**config.mk**
```make
export PLATFORM = sky130hd
export DESIGN_NAME = pwm_fade_ctrl
export DESIGN_NICKNAME = d
export VERILOG_FILES = /design/src/rtl/pwm_pkg.sv /design/src/rtl/fade_channel.sv /design/src/rtl/pwm_fade_ctrl.sv
export SDC_FILE = /design/constraint.sdc
export NUM_CORES = 1
export LEC_CHECK = 0
export CORE_AREA = 2 2 156 196
export CTS_BUF_LIST = sky130_fd_sc_hd__clkbuf_8
export DETAILED_ROUTE_END_ITERATION = 8
export DIE_AREA = 0 0 158 198
export PLACE_DENSITY_LB_ADDON = 0.2
export SLEW_MARGIN = 10
export SYNTH_ARGS = -nofsm -noshare
export SYNTH_HDL_FRONTEND = slang
export SYNTH_HIERARCHICAL = 1
export SYNTH_SLANG_ARGS = --single-unit
```
**constraint.sdc**
```tcl
create_clock -name clk_i -period 5.95 [get_ports clk_i]
set_clock_uncertainty 0.05 [all_clocks]
set_input_delay 0.8925 -clock clk_i [delete_from_list [all_inputs] [get_ports clk_i]]
set_output_delay 0.8925 -clock clk_i [all_outputs]
set_load 0.02 [all_outputs]
```
**src/rtl/pwm_pkg.sv**
```systemverilog
// ============================================================================
// Module      : pwm_pkg
// Description : Shared constants and command format for the PWM fade scheduler.
// Revision    : 1.0 - initial release
// ============================================================================
`default_nettype none

package pwm_pkg;

    localparam int DUTY_W     = 8;
    localparam int FRAME_LEN  = 256;
    localparam int FRAME_W    = $clog2(FRAME_LEN);
    localparam int CMD_CH_W   = 8;
    localparam int CMD_RATE_W = 16;

    typedef struct packed {
        logic [CMD_CH_W-1:0]   ch;
        logic [DUTY_W-1:0]     target;
        logic [CMD_RATE_W-1:0] rate;
    } fade_cmd_t;

endpackage

`default_nettype wire

```
**src/rtl/fade_channel.sv**
```systemverilog
// ============================================================================
// Module      : fade_channel
// Description : One fade channel: duty/target/rate registers and step logic.
// Revision    : 1.0 - initial release
// ============================================================================
`default_nettype none

module fade_channel
    import pwm_pkg::*;
#(
    parameter int RATE_W = 16
) (
    input  logic              clk,
    input  logic              rst,
    input  logic              i_tick,
    input  logic              i_hold,
    input  logic              i_wr_en,
    input  logic [DUTY_W-1:0] i_target,
    input  logic [RATE_W-1:0] i_rate,
    output logic [DUTY_W-1:0] o_duty,
    output logic              o_busy
);

    logic [DUTY_W-1:0] r_duty;
    logic [DUTY_W-1:0] r_target;
    logic [RATE_W-1:0] r_rate;
    logic [RATE_W-1:0] r_rate_cnt;
    logic              w_ramping;
    logic              w_step_en;

    assign w_ramping = (r_duty != r_target);
    assign w_step_en = i_tick & ~i_hold & w_ramping;

    // A write on a tick cycle takes priority and suppresses this tick's step.
    always_ff @(posedge clk or posedge rst) begin
        if (rst) begin
            r_duty     <= '0;
            r_target   <= '0;
            r_rate     <= '0;
            r_rate_cnt <= '0;
        end else if (i_wr_en) begin
            r_target   <= i_target;
            r_rate     <= i_rate;
            r_rate_cnt <= i_rate;
        end else if (w_step_en) begin
            if (r_rate_cnt == '0) begin
                r_duty     <= (r_duty < r_target) ? r_duty + 1'b1 : r_duty - 1'b1;
                r_rate_cnt <= r_rate;
            end else begin
                r_rate_cnt <= r_rate_cnt - 1'b1;
            end
        end
    end

    assign o_duty = r_duty;
    assign o_busy = w_ramping;

endmodule

`default_nettype wire

```
**src/rtl/pwm_fade_ctrl.sv**
```systemverilog
// ============================================================================
// Module      : pwm_fade_ctrl
// Description : Multi-channel fade scheduler feeding 8-bit PWM duty inputs.
// Revision    : 1.0 - initial release
// ============================================================================
`default_nettype none

module pwm_fade_ctrl
    import pwm_pkg::*;
#(
    parameter int NUM_CH = 4,
    parameter int RATE_W = 16,
    localparam int CH_W  = (NUM_CH > 1) ? $clog2(NUM_CH) : 1
) (
    input  logic                     clk_i,
    input  logic                     rst_i,
    input  logic                     cmd_valid_i,
    output logic                     cmd_ready_o,
    input  logic [CH_W-1:0]          cmd_ch_i,
    input  logic [DUTY_W-1:0]        cmd_target_i,
    input  logic [RATE_W-1:0]        cmd_rate_i,
    input  logic                     hold_i,
    output logic [NUM_CH*DUTY_W-1:0] duty_o,
    output logic [NUM_CH-1:0]        busy_o,
    output logic                     frame_tick_o
);

    logic [FRAME_W-1:0] r_frame_cnt;
    logic               r_ready;
    logic               w_tick;
    logic               w_accept;

    always_ff @(posedge clk_i or posedge rst_i) begin
        if (rst_i) begin
            r_frame_cnt <= '0;
            r_ready     <= 1'b0;
        end else begin
            r_frame_cnt <= r_frame_cnt + 1'b1;
            r_ready     <= 1'b1;
        end
    end

    assign w_tick       = (r_frame_cnt == FRAME_W'(FRAME_LEN - 1));
    assign w_accept     = cmd_valid_i & r_ready;
    assign cmd_ready_o  = r_ready;
    assign frame_tick_o = w_tick;

    // Out-of-range channel indices match no instance and are silently dropped.
    for (genvar k = 0; k < NUM_CH; k++) begin : g_ch
        logic w_wr_en;

        assign w_wr_en = w_accept & (cmd_ch_i == CH_W'(k));

        fade_channel #(
            .RATE_W (RATE_W)
        ) u_fade_channel (
            .clk      (clk_i),
            .rst      (rst_i),
            .i_tick   (w_tick),
            .i_hold   (hold_i),
            .i_wr_en  (w_wr_en),
            .i_target (cmd_target_i),
            .i_rate   (cmd_rate_i),
            .o_duty   (duty_o[k*DUTY_W +: DUTY_W]),
            .o_busy   (busy_o[k])
        );
    end

endmodule

`default_nettype wire
```
==> out/results.ini <==
[layout]
drive_gt1_share_pct = 9.65
instances_no_fill = 1769
fillers = 2941
final_net_count = 1439
antenna_cells = 0
stdcell_area_um2 = 13400
syn_to_final_growth_pct = 15.1

[synthesis]
synth_compound_area_share_pct = 18.2
synth.cell_area_um2 = 11700
yosysUniqueCellTypes = 72
syn_nets = 1382
synth_warnings = 6
synthSimpleGateAreaFrac_pct = 17.5
synthArstFlopShare_pct = 100
synthCells = 1283
yosysSeqAreaShare_pct = 43.1
netlist.top_cell.by_area = dfrtp_1
synth.area.mux_share_pct = 3.36
synthFlopType = dfrtp_1
synth_fa_ha_area_share_pct = 7.66
synth_seq_cells = 201
yosys.area_share.xor_xnor_pct = 4.12
syn_avg_cell_area_um2 = 9.10
synth_top_family_by_area = compound AO/OA/AOI/OAI gates
synth.top_cells.by_area = dfrtp_1 (43%), ha_1 (7.0%), o21ai_0 (5.8%)
synth_top_area_share_pct = 43.1
synth_edf_count = 0

[clocking]
cts-root-buf = clkbuf_8
clkLatencyLatePin_ps = 540
postCtsResizedCells = 0
hold_buffers = 0
clock-sinks = 201
cts.path.max_buffers = 3
clk_pin_slew_ps = 60
postCtsSetupBuffers = 0
cts_buffers = 37
htreeDepth = 2
cts_tree = built

[timing]
achievable-frequency_mhz = 286
finalHoldViolCount = 0
rsz0062_at_grt = false
min_period_ps = 3500
setup_viol = 0
finalCritPeriodShare_pct = 58.8
worstMarginPinSlew_ps = 1080
relSlewSlack_pct = 28.1
tns_ps = 0
final_max_slew_viol_count = 0

[global_routing]
grt_pass1_vias = 9483
antenna_found_initial = 0
overflow = 0
grt_pass1_wl_mm = 49.9
grt_usage_pct = 20.2
grt_max_degree = 63

[worst_setup_path]
path_class = register to output pin
start_kind = register
required_ps = 5010
worstPathMaxFanout = 7
end_kind = output pin
crit_arrival_ps = 2550

[power_and_ir_drop]
power.density_nw_per_um2 = 289
p_leak_nw = 5.89
irDropWorstVdd_uv = 145

[route]
drtIter0Drc = 554
routedWlPerCell_um = 17.1
drt_pass1_iterations = 5
routed_via_density = 5.36
ant_nets = 0
drc_errors = 0
wirelength_mm = 30.3
vias = 9477

[floorplanning]
fp.coreArea_um2 = 29700
placement_rows = 71
start_util_pct = 39.3
pin_count = 68
die_h_um = 198
die_w_um = 158
die_area_um2 = 31300

[placement]
placed_area_um2 = 12600
gp_congestion = 0.837
io_buffers = 67
hpwl_mm = 21.0
dp_cells = 1702

[min_path]
hold_class = register to register

[outcome]
status = completed

[run]
max_cap_viol_count = 0

-- where the power goes --
part | switching (mW) | internal (mW) | total, mW | leakage, nW
registers | 0.172 | 1.59 | 1.76 | 2.52
logic | 0.395 | 0.302 | 0.697 | 2.92
clock network | 0.609 | 0.816 | 1.43 | 0.451
total | 1.18 | 2.71 | 3.88 | 5.89
-- final timing paths --
check / startpoint / endpoint / slack (ps) / cells after the start
max: r_frame_cnt[0] / frame_tick_o / 2450 / 5
min: r_frame_cnt[5] / r_frame_cnt[5] / 420 / 1
max reg2reg: g_ch[3].u_fade_channel/o_duty[1] / g_ch[3].u_fade_channel/o_duty[7] / 2510 / 12
min reg2reg: r_frame_cnt[5] / r_frame_cnt[5] / 420 / 1
max in group asynchronous: rst_i / g_ch[0].u_fade_channel/o_duty[4] / 3890 / 2
min in group asynchronous: rst_i / r_frame_cnt[5] / 950 / 2
-- kinds of logic (layout without fill, tap and decap cells) --
family,count (synthesis),count (layout)
AND/OR/NAND/NOR,412,412
AO/OA/AOI/OAI,347,347
flip-flops,201,201
buffers and inverters,164,249
adder cells (fa/ha/maj),69,69
XOR/XNOR,54,54
multiplexers,35,35
other,1,1
-- layout by cell type, fill, tap and decap left out, types with 29 or more instances in the layout --
master           instances
o21ai_0                136
clkdlybuf4s50_1         67
mux2_2                  29
xnor2_1                 32
nand2_1                136
nor3_1                  40
dfrtp_1                201
inv_1                  113
clkbuf_8                45
nor2_1                  96
a21oi_1                 67
ha_1                    65
-- Yosys cell counts, drive strengths merged (9+ instances only) --
library cell and instances:
a21o 13, a22oi 12, xnor2 33, nor2 96, o21ai 149, nor4 13, xor2 21, nand2 136
buf 20, nor2b 16, o41ai 12, mux2 30, or4 17, dfrtp 201, inv 104, a211oi 18
clkbuf 39, o31ai 11, o211ai 15, or3 18, ha 65, nand2b 10, nand3 28, a21oi 68
nand4 9, nor3 43
-- layout make-up --
| cell class | count | area [um^2] | share of cell area [%] |
|---|---|---|---|
| clock buffer | 45 | 619 | 4.61 |
| sequential | 201 | 5030 | 37.4 |
| timing repair buffer | 78 | 753 | 5.61 |
| inverter | 104 | 390 | 2.91 |
| clock inverter | 22 | 174 | 1.29 |
| tap | 401 | 502 | 3.74 |
| multi-input combinational | 918 | 5960 | 44.4 |
-- through the flow --
step | utilization (%) | total power, mW | worst slack (ps) | hold WS, ps
final | 45.3 | 3.88 | 2450 | 416
after global routing | 45.3 | 4.13 | 2250 | 431
after CTS | 45.3 | 3.94 | 2380 | 421
after detailed placement | 42.6 | 2.48 | 2550 | 411
after global placement | 42.6 | 2.46 | 2600 | 397
after floorplan | - | 2.27 | 2760 | 384
-- flip-flops by register name, summed over array words and instances (netlist names) --
| signal | flops |
|---|---|
| g_ch.u_fade_channel/r_target | 32 |
| cmd_ready_o | 1 |
| g_ch.u_fade_channel/r_rate | 64 |
| g_ch.u_fade_channel/o_duty | 32 |
| r_frame_cnt | 8 |
| g_ch.u_fade_channel/r_rate_cnt | 64 |
-- metal layers --
layer / track usage [%] / wire length, um / vias to the layer above
met4: 5.81 / 596 / 0
met1: 26.2 / 13800 / 4595
met5: 0 / 0 / -
met3: 2.95 / 1130 / 39
li1: - / - / 4662
met2: 34.7 / 14800 / 181
-- worst max-delay path: stages (launching register included) --
cell             delay, ps
dfrtp_1                390
ha_1                   220
nand2_1                 70
nor2_1                 150
and3_1                 490
clkdlybuf4s50_1        710
Power figures use the tool's default switching activity.
==> edit 1 (config.mk and constraints unchanged) <==
Add an input register stage for `cmd_target_i`, with the module's reset; this delays it by one clock. The other inputs are not delayed to match.
--- a/src/rtl/pwm_fade_ctrl.sv
+++ b/src/rtl/pwm_fade_ctrl.sv
@@ -24,6 +24,16 @@
     output logic [NUM_CH-1:0]        busy_o,
     output logic                     frame_tick_o
 );
+
+    logic [DUTY_W-1:0] cmd_target_q;
+
+    always_ff @(posedge clk_i or posedge rst_i) begin
+        if (rst_i) begin
+            cmd_target_q <= '0;
+        end else begin
+            cmd_target_q <= cmd_target_i;
+        end
+    end
 
     logic [FRAME_W-1:0] r_frame_cnt;
     logic               r_ready;
@@ -59,7 +69,7 @@
             .i_tick   (w_tick),
             .i_hold   (hold_i),
             .i_wr_en  (w_wr_en),
-            .i_target (cmd_target_i),
+            .i_target (cmd_target_q),
             .i_rate   (cmd_rate_i),
             .o_duty   (duty_o[k*DUTY_W +: DUTY_W]),
             .o_busy   (busy_o[k])
Function: changed (a bounded check fails within 4 cycles, from zero or initial values and one cycle with rst_i high).
==> edit 1 against the original RTL <==
First-iteration DRC count decreased by 5.8%. Clock power fell by 7%. Sequential cell count is 8 higher. Power fell by 0.70%. Via count up 0.74%. Sequential power up 4%. Final cell count rose by 0.23%. Area after synthesis grew 1.7%. Synthesized cell count grew 0.78%. Worst setup slack improved by 0.053 ns. Routed wire length grew 0.94%. Final area up 1.1%. Core utilization up 0.48 points. Critical endpoint is now g_ch[3].u_fade_channel/o_duty[7].
==> edit 1: results (changes against the original RTL) <==
stage,metric,value,unit,change
final_layout,Clock-cell share,0.05365,,was 0.05906
pwr,Leak,5.948,nW,was 5.889 nW
pwr,maximum vdd drop,134.3,uV,was 145.1 uV
synth,share of the yosys chip area belonging to registers,0.4407,,was 0.4310
sta,period utilisation layout,0.5789,,was 0.5878
final_layout,Non-Clock Buffer Area Fraction,0.05549,,was 0.05608
synth,largest cells by area after synthesis,"dfrtp_1 44%, ha_1 6.9%, o21ai_0 5.7%",,"was dfrtp_1 43%, ha_1 7.0%, o21ai_0 5.8%"
setup_path,r2r setup slk,2.51,ns,about the same
grt,global-route wire length before repair,49680,um,was 49890 um
setup_path,CP max stage delay,0.51,ns,was 0.71 ns
route,DR iter-0 viols,522,,was 554
synth,synthesized net count,1392,,was 1382
grt,Tot GR Track Use,0.2010,,was 0.2016
sta,hold_ws,0.4258,ns,was 0.4158 ns
final_layout,Layout Cells excl Fill,1773,,was 1769
final_layout,share of cells above drive strength 1,0.09548,,was 0.09649
pwr,Logic power comb,0.000696,W,was 0.000697 W
grt,vias in the first global route,9378,,was 9483
pwr,P_seq,0.00183,W,was 0.00176 W
synth,post-synthesis cell count,1293,,was 1283
run_status,status,"finished, final reports clean",,unchanged
route,vias per cell,5.385,,was 5.357
setup_path,CP max stage cell,or3_1,,was clkdlybuf4s50_1
placed_design,placed instance area,12840,um2,was 12640 um2
final_layout,Nets,1449,,was 1439
final_layout,Signal inverters,105,,was 104
placed_design,dpl cells,1712,,was 1702
placed_design,dpl hpwl,20740,um,was 21040 um
pwr,internal power,0.002679,W,was 0.002709 W
final_layout,filler cell count,2919,,was 2941
## edit 1: cell families (layout without fill, tap and decap cells)
logic type | Yosys count | count (layout) | share of synthesized area
buffers and inverters | 165 | 244 | 0.05957
multiplexers | 35 | 35 | 0.03300
AND/OR/NAND/NOR | 413 | 413 | 0.1715
XOR/XNOR | 54 | 54 | 0.04049
flip-flops | 209 | 209 | 0.4407
AO/OA/AOI/OAI | 347 | 347 | 0.1791
adder cells (fa/ha/maj) | 69 | 69 | 0.07528
other | 1 | 1 | 0.0003160
## edit 1: worst max-delay path: cells and delay by family, from the launching register on
family,cells,cell delay (ns)
AOI/OAI and AO/OA,5,0.83
DFF,1,0.44
xor gates and xnor gates,1,0.16
and+or+nand+nor,4,1.13
adders and majority gates,2,0.75
## edit 1: metal layers
layer / share of wire / GRT usage
met5: 0 / 0
met4: 0.037 / 0.07608
met3: 0.034 / 0.02473
met2: 0.47 / 0.3330
met1: 0.46 / 0.2689
==> edit 2 (same flow settings) <==
Without the edit above. Change the package constant `DUTY_W` from 8 to 10.
--- a/src/rtl/pwm_pkg.sv
+++ b/src/rtl/pwm_pkg.sv
@@ -7,7 +7,7 @@
 
 package pwm_pkg;
 
-    localparam int DUTY_W     = 8;
+    localparam int DUTY_W     = 10;
     localparam int FRAME_LEN  = 256;
     localparam int FRAME_W    = $clog2(FRAME_LEN);
     localparam int CMD_CH_W   = 8;
Ports: changed (resized cmd_target_i and duty_o); port bits go from 68 to 78. No check against the original RTL was run, so the function may have changed too.
==> edit 2 against the original RTL <==
Power up 4.7%. Worst hold slack worse by 0.0027 ns. Critical path type is now flop to flop. Clock power rose by 4%. Count of clock-buffer cells in the layout rose by 4. Final area grew 10%. Area after synthesis up 9.9%. Largest cell class unchanged. Sequential share of layout area shrank 0.69 points. Worst setup slack worse by 0.39 ns. Sequential cell count increased by 16. Register-to-register slack worse by 0.45 ns. Routed wire length is 12% higher.
==> edit 2: results (changes against the original RTL) <==
stage,metric,value,unit,change
final_layout,share of cells above drive strength 1,0.08797,,was 0.09649
grt,initial antenna violation count,1,,was 0
pwr,maximum vdd drop,138.7,uV,was 145.1 uV
route,total number of vias,10610,,was 9477
final_layout,Nets,1633,,was 1439
placed_design,Placer Congestion,0.8410,,was 0.8374
synth,post-synthesis cell count,1444,,was 1283
synth,top cell types by occurrence after synthesis,"217 x dfrtp_1, 190 x nand2_1, 176 x o21ai_0",,"was 201 x dfrtp_1, 136 x nand2_1, 136 x o21ai_0"
grt,global-route wire length before repair,54550,um,was 49890 um
pwr,Leak,6.539,nW,was 5.889 nW
setup_path,critical path endpoint,g_ch[0].u_fade_channel/o_duty[9],,was frame_tick_o
min_path,Hold Path End,r_frame_cnt[7],,was r_frame_cnt[5]
route,First-pass DRT Iterations,6,,was 5
pwr,P_seq,0.00188,W,was 0.00176 W
placed_design,placed instance area,13940,um2,was 12640 um2
setup_path,RR Startpoint,g_ch[0].u_fade_channel/o_duty[7],,was g_ch[3].u_fade_channel/o_duty[1]
synth,share of the yosys chip area belonging to registers,0.4233,,was 0.4310
sta,hold_ws,0.4131,ns,was 0.4158 ns
setup_path,"CP delay by family, top",compound AO/OA/AOI/OAI gates,,was simple AND/OR/NAND/NOR gates
sta,Setup WS post-layout,2.065,ns,was 2.453 ns
setup_path,CP max stage cell,a2111oi_0,,was clkdlybuf4s50_1
route,DR iter-0 viols,699,,was 554
setup_path,reg2reg end,g_ch[0].u_fade_channel/o_duty[9],,was g_ch[3].u_fade_channel/o_duty[7]
route,routed length per instance,17.34,um,was 17.11 um
setup_path,r2r setup slk,2.06,ns,was 2.51 ns
sta,normalized max-slew margin,0.4433,,was 0.2812
final_layout,Layout Cells excl Fill,1948,,was 1769
pwr,sequential share of power,0.461,,was 0.454
pwr,Switching Share,0.3049,,was 0.3028
pwr,Clk pwr share,0.366,,was 0.367
placed_design,IO buf count,77,,was 67
grt,Tot GR Track Use,0.2205,,was 0.2016
min_path,Hold Crit Start,r_frame_cnt[7],,was r_frame_cnt[5]
placed_design,dpl hpwl,23560,um,was 21040 um
setup_path,CP max stage delay,0.58,ns,was 0.71 ns
run_status,status,"finished, final reports clean",,unchanged
clock_network,Skew-Pair Late Insertion Delay,0.56,ns,was 0.54 ns
edit 2: layout make-up:
type	instances	area, um2
diodes	1	2.502
clock buffers	49	674.4
clock inverters	23	158.9
fillers	2920	14900
inverters	147	551.8
multi-input cells	1023	6609
flip-flops and latches	217	5430
well taps	401	501.7
repair buffers	87	845.8
edit 2: cells by family (layout without fill, tap and decap cells):
kind of cell	after synthesis	after routing	share of synthesized area
and+or+nand+nor	450	450	0.1788
xor gates and xnor gates	43	43	0.02936
muxes	29	29	0.02439
adders and majority gates	85	85	0.08525
buffers and inverters	204	306	0.06330
AOI/OAI and AO/OA	415	415	0.1953
DFF	217	217	0.4233
other	1	2	0.0002923
edit 2: routing by layer:
metal | wire length, um | share of wire | vias up | track usage
met4 | 971 | 0.029 | 0 | 0.07307
met2 | 16280 | 0.48 | 219 | 0.3707
met5 | 0 | 0 | - | 0
met1 | 14570 | 0.43 | 5110 | 0.2806
li1 | - | - | 5218 | -
met3 | 1946 | 0.058 | 58 | 0.04859
